[src/rtl/exec_pkg.sv]
// Shared widths and opcode encodings for the execute-stage ALU/CSR datapath.
package exec_pkg;

    localparam int XLEN    = 64;
    localparam int ALUOP_W = 5;
    localparam int CSROP_W = 2;

    localparam logic [ALUOP_W-1:0] ALU_ADD  = 5'd0;
    localparam logic [ALUOP_W-1:0] ALU_SUB  = 5'd1;
    localparam logic [ALUOP_W-1:0] ALU_SLL  = 5'd2;
    localparam logic [ALUOP_W-1:0] ALU_SLT  = 5'd3;
    localparam logic [ALUOP_W-1:0] ALU_SLTU = 5'd4;
    localparam logic [ALUOP_W-1:0] ALU_XOR  = 5'd5;
    localparam logic [ALUOP_W-1:0] ALU_SRL  = 5'd6;
    localparam logic [ALUOP_W-1:0] ALU_SRA  = 5'd7;
    localparam logic [ALUOP_W-1:0] ALU_OR   = 5'd8;
    localparam logic [ALUOP_W-1:0] ALU_AND  = 5'd9;
    localparam logic [ALUOP_W-1:0] ALU_ADDW = 5'd10;
    localparam logic [ALUOP_W-1:0] ALU_SUBW = 5'd11;
    localparam logic [ALUOP_W-1:0] ALU_SLLW = 5'd12;
    localparam logic [ALUOP_W-1:0] ALU_SRLW = 5'd13;
    localparam logic [ALUOP_W-1:0] ALU_SRAW = 5'd14;
    localparam logic [ALUOP_W-1:0] ALU_EQ   = 5'd15;
    localparam logic [ALUOP_W-1:0] ALU_NE   = 5'd16;
    localparam logic [ALUOP_W-1:0] ALU_LT   = 5'd17;
    localparam logic [ALUOP_W-1:0] ALU_GE   = 5'd18;
    localparam logic [ALUOP_W-1:0] ALU_LTU  = 5'd19;
    localparam logic [ALUOP_W-1:0] ALU_GEU  = 5'd20;

    localparam logic [CSROP_W-1:0] CSR_NONE = 2'd0;
    localparam logic [CSROP_W-1:0] CSR_RW   = 2'd1;
    localparam logic [CSROP_W-1:0] CSR_RS   = 2'd2;
    localparam logic [CSROP_W-1:0] CSR_RC   = 2'd3;

endpackage

[src/rtl/alu_core.sv]
// Purely combinational RV64 integer ALU: arithmetic, logic, shifts, word ops
// and branch compares. Unassigned opcodes yield zero result and zero compare.
module alu_core
    import exec_pkg::*;
(
    input  logic [XLEN-1:0]    a,
    input  logic [XLEN-1:0]    b,
    input  logic [ALUOP_W-1:0] op,
    output logic [XLEN-1:0]    result,
    output logic               compare
);

    logic [5:0]  shamt;
    logic [4:0]  shamt_w;
    logic [31:0] word;
    logic        lt_s;
    logic        lt_u;
    logic        eq;

    assign shamt   = b[5:0];
    assign shamt_w = b[4:0];
    assign lt_s    = $signed(a) < $signed(b);
    assign lt_u    = a < b;
    assign eq      = a == b;

    // 32-bit intermediate shared by all W ops before sign extension.
    always_comb begin
        word = 32'd0;
        case (op)
            ALU_ADDW: word = a[31:0] + b[31:0];
            ALU_SUBW: word = a[31:0] - b[31:0];
            ALU_SLLW: word = a[31:0] << shamt_w;
            ALU_SRLW: word = a[31:0] >> shamt_w;
            ALU_SRAW: word = $signed(a[31:0]) >>> shamt_w;
            default:  word = 32'd0;
        endcase
    end

    always_comb begin
        result  = '0;
        compare = 1'b0;
        case (op)
            ALU_ADD:  result = a + b;
            ALU_SUB:  result = a - b;
            ALU_SLL:  result = a << shamt;
            ALU_SLT:  result = {{(XLEN-1){1'b0}}, lt_s};
            ALU_SLTU: result = {{(XLEN-1){1'b0}}, lt_u};
            ALU_XOR:  result = a ^ b;
            ALU_SRL:  result = a >> shamt;
            ALU_SRA:  result = $signed(a) >>> shamt;
            ALU_OR:   result = a | b;
            ALU_AND:  result = a & b;
            ALU_ADDW, ALU_SUBW, ALU_SLLW, ALU_SRLW, ALU_SRAW:
                result = {{(XLEN-32){word[31]}}, word};
            ALU_EQ:   compare = eq;
            ALU_NE:   compare = ~eq;
            ALU_LT:   compare = lt_s;
            ALU_GE:   compare = ~lt_s;
            ALU_LTU:  compare = lt_u;
            ALU_GEU:  compare = ~lt_u;
            default: begin
                result  = '0;
                compare = 1'b0;
            end
        endcase
        if (op >= ALU_EQ && op <= ALU_GEU) begin
            result = {{(XLEN-1){1'b0}}, compare};
        end
    end

endmodule

[src/rtl/exec_alu_csr_unit.sv]
// Registered execute stage: ALU plus CSR read-modify-write, one-cycle latency.
// in_valid_i qualifies inputs each cycle; out_valid_o follows it one edge later. No backpressure.
module exec_alu_csr_unit
    import exec_pkg::*;
(
    input  logic               clk,
    input  logic               rst,
    input  logic               in_valid_i,
    input  logic [XLEN-1:0]    alu_a_i,
    input  logic [XLEN-1:0]    alu_b_i,
    input  logic [ALUOP_W-1:0] alu_op_i,
    input  logic [XLEN-1:0]    rs1_data_i,
    input  logic [XLEN-1:0]    imm_CSR_i,
    input  logic               isNeedimmCSR_i,
    input  logic [XLEN-1:0]    csr_data_i,
    input  logic [CSROP_W-1:0] csr_op_i,
    output logic               out_valid_o,
    output logic [XLEN-1:0]    alu_out,
    output logic               compare_out,
    output logic [XLEN-1:0]    csr_exe_result,
    output logic               csr_exe_valid
);

    logic [XLEN-1:0] alu_result;
    logic            alu_compare;
    logic [XLEN-1:0] csr_src;
    logic [XLEN-1:0] csr_result;
    logic            csr_valid;
    logic            unused_imm_bits;

    // Only the 5-bit zimm field of the immediate carries meaning.
    assign unused_imm_bits = ^imm_CSR_i[XLEN-1:5];

    alu_core u_alu_core (
        .a       (alu_a_i),
        .b       (alu_b_i),
        .op      (alu_op_i),
        .result  (alu_result),
        .compare (alu_compare)
    );

    assign csr_src = isNeedimmCSR_i ? {{(XLEN-5){1'b0}}, imm_CSR_i[4:0]} : rs1_data_i;

    always_comb begin
        csr_result = '0;
        csr_valid  = 1'b0;
        case (csr_op_i)
            CSR_RW: begin
                csr_result = csr_src;
                csr_valid  = 1'b1;
            end
            CSR_RS: begin
                csr_result = csr_data_i | csr_src;
                csr_valid  = 1'b1;
            end
            CSR_RC: begin
                csr_result = csr_data_i & ~csr_src;
                csr_valid  = 1'b1;
            end
            default: begin
                csr_result = '0;
                csr_valid  = 1'b0;
            end
        endcase
    end

    // Results hold across idle cycles; only the valid flag drops.
    always_ff @(posedge clk) begin
        if (rst) begin
            out_valid_o    <= 1'b0;
            alu_out        <= '0;
            compare_out    <= 1'b0;
            csr_exe_result <= '0;
            csr_exe_valid  <= 1'b0;
        end else begin
            out_valid_o <= in_valid_i;
            if (in_valid_i) begin
                alu_out        <= alu_result;
                compare_out    <= alu_compare;
                csr_exe_result <= csr_result;
                csr_exe_valid  <= csr_valid;
            end
        end
    end

endmodule

[config.mk]
export PLATFORM = sky130hd
export DESIGN_NAME = exec_alu_csr_unit
export DESIGN_NICKNAME = d
export VERILOG_FILES = /design/src/rtl/exec_pkg.sv /design/src/rtl/alu_core.sv /design/src/rtl/exec_alu_csr_unit.sv
export SDC_FILE = /design/constraint.sdc
export NUM_CORES = 2
export LEC_CHECK = 0
export BUFFER_PORTS_ARGS = -buffer_cell sky130_fd_sc_hd__buf_2
export CORE_MARGIN = 5
export CORE_UTILIZATION = 45
export CTS_CLUSTER_SIZE = 16
export DETAILED_ROUTE_END_ITERATION = 8
export HOLD_SLACK_MARGIN = 0.1
export PLACE_DENSITY = 0.72
export SYNTH_ARGS = -nofsm -noshare
export SYNTH_HDL_FRONTEND = slang
export SYNTH_SLANG_ARGS = --single-unit
[constraint.sdc]
create_clock -name clk -period 7.1 [get_ports clk]
set_input_delay 1.42 -clock clk [delete_from_list [all_inputs] [get_ports clk]]
set_output_delay 1.42 -clock clk [all_outputs]
set_load 0.05 [all_outputs]
==> impl_metrics.csv <==
group,metric,value,unit
clock_network,cts_tree,"yes",
clock_network,postCtsHoldBufs,0,
finish,nNetsFinal,5291,
die,die_width,271,um
clock_network,post_cts_buffers,0,
status,status,"finished, violations left",
sta,worst_hold_slack,0.456,ns
synth,yosysWarnings,0,
worst_setup_path,critPathBufInv,2,
sta,fin_tns_setup,0,ns
finish,fill_cells,7021,
worst_setup_path,end_kind,"flip-flop",
sta,clock.fmax,157,MHz
worst_setup_path,arrival,6.73,ns
clock_network,cts_made_buffers,17,
sta,min_period,6.35,ns
pwr,p_leak,14.3,nW
clock_network,clockBufferDepth,2,
job,maxCapViolCount,0,
sta,post-route-period-util,89.5,%
clock_network,htreeDepth,4,
status,violations,"DRC",
worst_setup_path,rrSetupSlack,4.45,ns
worst_setup_path,crit_type,"input port to flip-flop",
worst_setup_path,rr_endpoint,"alu_out[27]$_SDFFE_PP0P_",
place,port_buffers,402,
grt,antenna_found_initial,30,
place,hpwl,146000,um
sta,rsz0062_at_grt,"false",
finish,drive_gt1_share,16.6,%
detailed_routing,ant_nets,0,
worst_hold_path,min_from,"alu_out[7]$_SDFFE_PP0P_",
finish,area_growth_syn_to_layout,11.0,%
finish,multi_input_area,25800,um^2
worst_setup_path,r2r-start,"alu_out[27]$_SDFFE_PP0P_",
finish,ff_latch_area,2620,um^2
detailed_routing,via_count,40900,
detailed_routing,wirelength,187000,um
pwr,peakVddDrop,197,uV
worst_setup_path,cp.required,7.48,ns
worst_setup_path,crit_path_start_kind,"input port",
worst_setup_path,cp_slowest_cell,"or4_1",
grt,grt_pass1_vias,36800,
synth,yosysUniqueCellTypes,101,
die,dieArea,73500,um^2
worst_setup_path,critPathMaxFanout,9,
sta,slew_violations,0,
die,die_y,271,um
clock_network,clk_pin_slew_worst_paths,0.08,ns
synth,seq_area_frac_synth,8.54,%
finish,post-route-util,50.5,%
synth,synth_ff_type,"dfxtp_1",
sta,finalSetupViolCount,0,
grt,grt-ovfl-total,0,
worst_setup_path,rr_worst_depth,6,
sta,final_hold_viol_count,0,
worst_setup_path,slowest_delay,0.65,ns
synth,synth_area,30700,um^2
synth,syn_inst,4531,
die,num_rows,95,
worst_setup_path,path_cells,"buf_6 -> or2_2 -> nor2_4 -> nand4_1 -> or4_1 -> or2_1 -> nor2_1 -> a21oi_1 -> xnor2_1 -> ha_1 -> a211oi_1 -> o21ai_0 -> a31oi_1 -> o21ai_0 -> a21oi_1 -> mux2i_2 -> and3_1 -> buf_4 -> o2111ai_1 -> o31a_1",
worst_setup_path,critPathTopFamily,"simple AND/OR/NAND/NOR gates",
detailed_routing,dr.pass1.iters,9,
finish,layout_commonest_cell,"nor2_1",
detailed_routing,wl_per_cell,33.2,um
worst_hold_path,hold_path_depth,2,
synth,yosys_register_bits,131,
sta,maxSlewHeadroom,12.0,%
place,gp_congestion,1.15,
sta,worst_pin_slew,1.32,ns
clock_network,ctsResizeCount,0,
clock_network,ctsRootBufferMaster,"clkbuf_16",
die,core_area,67400,um^2
detailed_routing,drc_errors,49,
grt,grt_pass1_wl,261000,um
synth,synthArstFlopShare,0,%
worst_hold_path,holdPathEnd,"alu_out[7]$_SDFFE_PP0P_",
synth,synth_nets,5089,
finish,final_cell_mix,"nor2_1, nand2_1, a21oi_1, buf_2, o21ai_0",
detailed_routing,detailedRoute.firstIterationViolations,7384,
grt,grt_use_total,47.3,%
synth,synth_edf_count,0,
die,initial_core_util,45.5,%
grt,grt_max_degree,149,
sta,skew,0,ns
clock_network,clock_sinks,131,
clock_network,insertion_delay,0.48,ns
synth,postSynthAreaPerCell,6.77,um^2
pwr,power-per-cell-area,137,nW/um^2
worst_hold_path,hold_class,"flip-flop to flip-flop",
detailed_routing,viasPerCell,7.26,
die,io-pin-count,462,
==> registers in the layout, indices dropped and copies added (netlist names) <==
name	count
alu_out	64
compare_out	1
csr_exe_result	64
csr_exe_valid	1
out_valid_o	1
==> metal layers <==
metal	part of all wire, %	up-vias	GRT usage (%)
met3	17	801	20.5
met1	36	19200	60.0
li1	-	17300	-
met5	0.087	-	0
met4	7.0	24	24.8
met2	40	3575	67.7
==> metrics by stage <==
stage | setup WS, ns | total power (W) | cell area, um^2 | std cells
after floorplan | 1.08 | 0.00251 | 30700 | 4531
after global placement | 0.508 | 0.00352 | 33400 | 5587
after detailed placement | 0.448 | 0.00353 | 33400 | 5587
after CTS | 0.959 | 0.00450 | 34000 | 5619
after global routing | 0.650 | 0.00476 | 34000 | 5626
final | 0.748 | 0.00466 | 34100 | 5634
==> worst max-delay path by stage <==
stage | slack, ns | end | start | cells past startpoint
6_report | 0.75 | alu_out[42]$_SDFFE_PP0P_ | alu_b_i[2] | 20
2_1_floorplan | 1.08 | alu_out[55]$_SDFFE_PP0P_ | alu_b_i[1] | 25
3_5_place_dp | 0.45 | alu_out[42]$_SDFFE_PP0P_ | alu_b_i[2] | 20
4_1_cts | 0.96 | alu_out[42]$_SDFFE_PP0P_ | alu_b_i[2] | 20
3_3_place_gp | 0.51 | alu_out[42]$_SDFFE_PP0P_ | alu_b_i[2] | 20
5_1_grt | 0.65 | alu_out[42]$_SDFFE_PP0P_ | alu_b_i[9] | 19
==> cells in the mapped netlist, types with 16 or more instances <==
library cell  count  area share [%]
o21a_1           20            0.49
o2111ai_1        28            0.80
o31ai_1          47             1.1
a221oi_1         62             1.8
nand2_1         474             5.8
or2_2            21            0.43
mux2_2           78             2.9
a22oi_1          37            0.90
a311oi_1         19            0.54
a21o_1           46             1.1
a211o_1          16            0.46
a221o_1          34             1.1
mux2i_1         152             5.0
nor2b_1          46            0.94
nor3_1          143             2.3
nor4_1           49             1.0
xnor2_1          73             2.1
nand3_1          78             1.3
a211oi_1        145             3.5
mux4_2           76             5.6
or3_1            24            0.49
buf_1            41            0.50
dfxtp_1         131             8.5
and3_1           21            0.43
o221ai_1         26            0.74
nor2_1          537             6.6
o211ai_1         73             1.8
clkbuf_1        221             2.7
nand2b_1         82             1.7
ha_1            224             9.1
a21oi_1         395             6.4
nand4_1          44            0.90
o21ai_0         355             5.8
a2111oi_0        17            0.49
a31oi_1          47            0.96
o21bai_1         43             1.1
buf_2            68             1.1
and2_1           25            0.51
inv_1           213             2.6
o22ai_1          65             1.3
==> tightest hold or removal path, delay by kind of cell, from the launching register on <==
family           cells  cell delay [ns]
AO/OA/AOI/OAI        1             0.05
flip-flops           1             0.33
AND/OR/NAND/NOR      1             0.04
==> power breakdown <==
group | internal [W] | switching [W] | leakage [nW]
Sequential | 0.000775 | 0.0000252 | 1.07
Clock | 0.000478 | 0.000493 | 0.296
Combinational | 0.000868 | 0.00202 | 13.0
Total | 0.00212 | 0.00254 | 14.3
==> kinds of logic after synthesis <==
logic type | share of synthesized area [%]
xor gates and xnor gates | 2.34
and+or+nand+nor | 23.7
buffers and inverters | 7.55
DFF | 8.54
muxes | 13.4
AOI/OAI and AO/OA | 35.1
adders and majority gates | 9.33
==> cell type report <==
type | instances | share of cell area, %
Antenna cell | 15 | 0.110
Inverter | 217 | 2.40
Clock buffer | 17 | 1.25
Tap cell | 873 | 3.21
Sequential cell | 131 | 7.70
Clock inverter | 15 | 0.511
Multi-Input combinational cell | 3834 | 75.8
Timing Repair Buffer | 532 | 9.06
Note: power is estimated with default switching activity, not from simulation.
